**src/rtl/two_bit_mc_dataflow.sv**
```systemverilog
// rtl/two_bit_mc_dataflow.sv - registered unsigned magnitude comparator from cascaded 2-bit slices
//
// Purpose: compares unsigned operands a and b and reports exactly one of
//          greater / equal / less, registered one cycle after a valid sample.
// Ports:
//   clk        rising-edge clock
//   rst_n      asynchronous active-low reset
//   in_valid   sample a/b on this edge when high
//   a, b       unsigned operands, WIDTH bits
//   a_gt_b     registered A > B
//   a_eq_b     registered A == B
//   a_lt_b     registered A < B
//   out_valid  registered, high when the flags hold a fresh result

module two_bit_mc_dataflow #(
    parameter int WIDTH   = 4,
    parameter int SLICE_W = 2
) (
    input  logic             clk,
    input  logic             rst_n,
    input  logic             in_valid,
    input  logic [WIDTH-1:0] a,
    input  logic [WIDTH-1:0] b,
    output logic             a_gt_b,
    output logic             a_eq_b,
    output logic             a_lt_b,
    output logic             out_valid
);

    // Odd widths are padded with a zero MSB so every slice is full.
    localparam int WE = WIDTH + (WIDTH % 2);
    localparam int NS = WE / SLICE_W;

    logic [WE-1:0] a_ext;
    logic [WE-1:0] b_ext;

    assign a_ext = WE'(a);
    assign b_ext = WE'(b);

    logic [NS-1:0] slice_gt;
    logic [NS-1:0] slice_eq;
    logic [NS-1:0] slice_lt;

    // Pure dataflow slice equations; no relational operators.
    for (genvar s = 0; s < NS; s++) begin : g_slice
        logic a1, a0, b1, b0;
        assign a1 = a_ext[2*s+1];
        assign a0 = a_ext[2*s];
        assign b1 = b_ext[2*s+1];
        assign b0 = b_ext[2*s];

        assign slice_gt[s] = (a1 & ~b1) | ((a1 ~^ b1) & a0 & ~b0);
        assign slice_eq[s] = (a1 ~^ b1) & (a0 ~^ b0);
        assign slice_lt[s] = (~a1 & b1) | ((a1 ~^ b1) & ~a0 & b0);
    end

    logic gt_d, eq_d, lt_d;
    logic decided;

    // Walk from the MSB slice down; the first unequal slice owns the verdict.
    always_comb begin
        gt_d    = 1'b0;
        lt_d    = 1'b0;
        decided = 1'b0;
        for (int i = NS - 1; i >= 0; i--) begin
            if (!decided && !slice_eq[i]) begin
                gt_d    = slice_gt[i];
                lt_d    = slice_lt[i];
                decided = 1'b1;
            end
        end
        eq_d = &slice_eq;
    end

    logic gt_q, eq_q, lt_q, valid_q;

    // Flags load only on a valid sample so they hold across idle cycles.
    always_ff @(posedge clk or negedge rst_n) begin
        if (!rst_n) begin
            gt_q    <= 1'b0;
            eq_q    <= 1'b0;
            lt_q    <= 1'b0;
            valid_q <= 1'b0;
        end else begin
            valid_q <= in_valid;
            if (in_valid) begin
                gt_q <= gt_d;
                eq_q <= eq_d;
                lt_q <= lt_d;
            end
        end
    end

    assign a_gt_b    = gt_q;
    assign a_eq_b    = eq_q;
    assign a_lt_b    = lt_q;
    assign out_valid = valid_q;

endmodule

```
**config.mk**
```make
export PLATFORM = sky130hd
export DESIGN_NAME = two_bit_mc_dataflow
export DESIGN_NICKNAME = d
export VERILOG_FILES = /design/src/rtl/two_bit_mc_dataflow.sv
export SDC_FILE = /design/constraint.sdc
export NUM_CORES = 1
export LEC_CHECK = 0
export BUFFER_PORTS_ARGS = -buffer_cell sky130_fd_sc_hd__buf_4
export CAP_MARGIN = 20
export CELL_PAD_IN_SITES_DETAIL_PLACEMENT = 1
export CELL_PAD_IN_SITES_GLOBAL_PLACEMENT = 1
export CORE_AREA = 5 5 42 44
export CTS_CLUSTER_DIAMETER = 30
export CTS_CLUSTER_SIZE = 12
export DETAILED_ROUTE_END_ITERATION = 8
export DIE_AREA = 0 0 47 49
export GPL_TIMING_DRIVEN = 0
export MAX_ROUTING_LAYER = met4
export PLACE_DENSITY_LB_ADDON = 0.1
export SLEW_MARGIN = 20
export SYNTH_ARGS = -nofsm -noshare
export SYNTH_HDL_FRONTEND = slang
export SYNTH_SLANG_ARGS = --single-unit
```
**constraint.sdc**
```tcl
create_clock -name clk -period 1.3 [get_ports clk]
set_input_delay 0.195 -clock clk [delete_from_list [all_inputs] [get_ports clk]]
set_output_delay 0.195 -clock clk [all_outputs]
set_load 0.01 [all_outputs]
```
Yosys cells after proc, flatten, opt, wreduce, memory -nomap -nowiden
Cells that the tools add are included.
W data, S select, Z words.
- RAM bits: 0
- ROM bits: 0
- flip-flop bits (word level): 4
- output and inout bits: 4
- input bits: 11
- logic and storage cells: 41
- memories kept: 0
- latch bits: 0
- multipliers: 0
- $add $sub $neg: 0
- div/mod/pow operators: 0
- shift operators: 0
- bitwise gates (word level): 30
- reductions and logical operators: 3
- magnitude comparators: 0
- mux-type cells: 4
- eq/ne operators: 0
- operators with widths (operator ; number):
    $and A1 B1 Y1 ; 14
    $not A1 Y1 ; 8
    $mux W1 ; 4
    $or A1 B1 Y1 ; 4
    $xnor A1 B1 Y1 ; 4
    $reduce_and A2 Y1 ; 1
    $logic_and A1 B1 Y1 ; 1
    $logic_not A1 Y1 ; 1

Depth between registers and ports, before layout
- depth in word-level cells: 6
- depth in mapped cells: 6
- mapped depth without buffers: 6

Least setup slack after synthesis
OpenSTA, ideal clock, no wires.
- kind: input -> register
- from: in a[1]
- to: reg gt_q (netlist: a_gt_b)
- stages: 5
- path buffers: 0
- data required time: 1162 ps
- setup time: 138 ps
- slack: 170 ps
- arrival time: 991 ps
- cell sequence: inv_1 ha_1 and3b_2 o21ai_0 a41oi_1
- longest elaborated chain between the ends: 5
- elaborated cells on any way between the ends: 9
- classes of those cells: 1 x mux; 6 x bitwise; 2 x reduce/logical
- ends and longest elaborated chain (element ; line ; text):
    start: declaration ; 22 ; input logic [WIDTH-1:0] a,
    $xnor A1 B1 Y1 ; 52, 53 ;
    $and A1 B1 Y1 (on tied branches) ; 52, 53 ;
    $and A1 B1 Y1 / $logic_not A1 Y1 (equally long branches) ; 52, 66 ;
    $or A1 B1 Y1 / $logic_and A1 B1 Y1 (equally long branches) ; 52, 66 ;
    $mux W1 (*) ; 66 ; if (!decided && !slice_eq[i]) begin
    end signal: assignment ; 87 ; gt_q <= gt_d;
    end: declaration ; 75 ; logic gt_q, eq_q, lt_q, valid_q;
Mark *: on every way between the ends. The rest lies on a longest branch, timed or not.
A chain may end at the register's enable or synchronous reset.

Worst setup path in the final report
Same ends and word-level chain as after synthesis.

==> impl_results.md <==
- Die Span Y: 49 um
- Grt total ovfl: 0
- Count leader, synth: inv_1
- Crit. End Element: register
- Site row count: 14
- P_leak: 0.000244 uW
- Sw Share: 0.260
- Crit path DAT: 1230 ps
- Top cells by area, synth: dfrtp_1 32%, ha_1 16%, inv_1 7.2%, and3b_2 6.4%, a41oi_1 5.6%
- Initial Util: 0.224
- Number of synthesized flops with an enable pin: 0
- Clk sinks: 4
- Fmax: 0.879 GHz
- CTS tree: yes
- Critical Path RT: 1390 ps
- Die X: 47 um
- I/O pin cnt: 15
- Unrepaired setup endpoints after global routing: no
- Worst setup SP type: input port
- First-pass GRT wire length: 1210 um
- Clock power frac: 0.362
- Relative slew slack: 0.857
- First-pass iteration count of the detailed router: 3
- Share of cells above drive strength 1: 0.389
- Worst hold path cell count: 1
- Pint: 303 uW
- Synth unique cells: 16
- Cell Area, Synth: 314 um2
- Combinational power share: 0.288
- Final GP Congestion: 0.648
- Initial drt markers: 5
- Final hold vios: 0
- Drt total wl: 774 um
- Sequential share of the synthesized area: 0.319
- Total core area: 1400 um2
- CTS Buffer Depth: 2
- Cell Pwr Density: 868 nW/um2
- Vias in the first global route: 306
- Htree depth: 1
- Largest net degree at the start of global routing: 8
- FF-to-FF path depth: 2
- Clock skew: 0 ps
- DRC: 0
- VDD IR-drop max: 0.168 mV
- Area leader, netlist: dfrtp_1
- Crit path time final: 1140 ps
- CTS Root Cell: clkbuf_4
- Ys async rst share: 1.00
- Number of vias per cell: 4.26
- Final ANT Viol Nets: 0
- Setup violations, final: 0
- Fill count: 172
- Synth Flop Type: dfrtp_1
- Fin crit share: 0.875
- Final HPWL DP: 691 um
- Slew Limit Fails: 0
- CP Class: in -> reg
- Ant diodes: 0
- Crit Path Max Fanout: 4
- CTS Buf Count: 3
- Count of port buffers added during placement: 14
- Top post-synthesis cells by count: 6 x inv_1, 4 x dfrtp_1, 4 x ha_1, 4 x nand2_1
- Ys Warns: 0
- Via count: 298
- Worst Tran Pin Value: 212 ps
- Post-synth top area share: 0.319
- Nets: 71
- Number of synthesized register bits: 4
- GRT Resource Usage Total: 0.0764
- Max-cap viol count: 0
- Synth-to-Final Area Change: 50.2%
- Sequential Power Share: 0.350
- Status: finished, final reports clean
- Syn_nets: 51
- Clock Pin Slew Worst Setup and Hold Paths: 30 ps
- Worst hold slack: 125 ps
- Initial antenna violation count: 0
- Sum of negative setup slack: 0 ps
- Worst skew pair latency: 230 ps
- Die ar.: 2300 um2
- Worst Hold Class: in -> reg
- Mapped Avg Cell Area: 8.72 um2
- Gate count of the mapped netlist: 36
- P_sw: 106 uW
- WL/cell: 11.1 um
- Post-CTS setup repair buffer count: 0
## layout by cell type (no fill, tap or decap), drive strengths merged, types with 2 or more instances in the layout
cell     n
clkbuf   3
ha       4
dfrtp    4
buf     14
a41oi    2
and3b    2
o21ai    3
nand2    4
inv      6
nor2     3
or2      2
## critical path, stage by stage
cell,delay [ps]
buf_4,80
inv_1,30
ha_1,340
and3b_2,230
o21ai_0,200
a41oi_1,140
## timing repair
item | 4_1_cts | 5_1_grt
hold buffers | 1 | 0
resized for setup | 0 | 0
endpoints found under the hold margin | 4 | 0
## worst paths after layout
| path | from | to | slack (ps) |
|---|---|---|---|
| setup / recovery | a[1] | a_gt_b | 160 |
| hold reg to reg | a_eq_b | a_eq_b | 530 |
| setup reg to reg | a_lt_b | a_lt_b | 630 |
| hold / removal | in_valid | out_valid | 120 |
| max in group asynchronous | rst_n | a_gt_b | 900 |
| min in group asynchronous | rst_n | a_lt_b | 300 |
## flip-flops by register name (all words and copies together) (netlist names)
register and count:
a_eq_b 1, a_gt_b 1, a_lt_b 1, out_valid 1
## power groups by stage
stage               Combinational (uW)  Clock [uW]  Sequential, uW
floorplan                         49.5           0             150
global placement                   114           0             144
detailed placement                 117           0             146
CTS                                120         159             144
global route                       133         161             145
finish                             118         148             143
## layout make-up
type                            instances  area [um2]  area share
Multi-Input combinational cell         26         191       0.406
Inverter                                6        22.5      0.0477
Sequential cell                         4         100       0.212
Timing Repair Buffer                   15         115       0.244
Tap cell                               16        20.0      0.0424
Clock buffer                            3        22.5      0.0477
## per-stage QoR
stage          worst slack (ps)  area (um2)  power (uW)  cells  utilization
2_1_floorplan               170         314         199     36            -
3_3_place_gp              -48.3         439         258     66        0.313
3_5_place_dp              -82.6         439         263     66        0.313
4_1_cts                     154         472         423     70        0.337
5_1_grt                    57.3         472         439     70        0.337
6_report                    163         472         410     70        0.337
## cells by family (layout without fill, tap and decap cells)
| logic type | count (synthesis) | count (layout) | share of synthesized area |
|---|---|---|---|
| buf+inv | 6 | 24 | 0.0717 |
| simple gates | 14 | 14 | 0.251 |
| flops | 4 | 4 | 0.319 |
| compound gates | 6 | 6 | 0.143 |
| fa+ha+maj | 4 | 4 | 0.159 |
| xor+xnor | 2 | 2 | 0.0558 |
## routing by layer
metal | vias to the layer above | global-route usage | part of all wire | wire length [um]
met5 | - | - | 0 | 0
met4 | 0 | 0.0691 | 0 | 0
met3 | 0 | 0.0111 | 0.062 | 48
met2 | 10 | 0.118 | 0.54 | 419
met1 | 133 | 0.0788 | 0.40 | 306
li1 | 155 | - | - | -
Note: power is estimated with default switching activity, not from simulation.
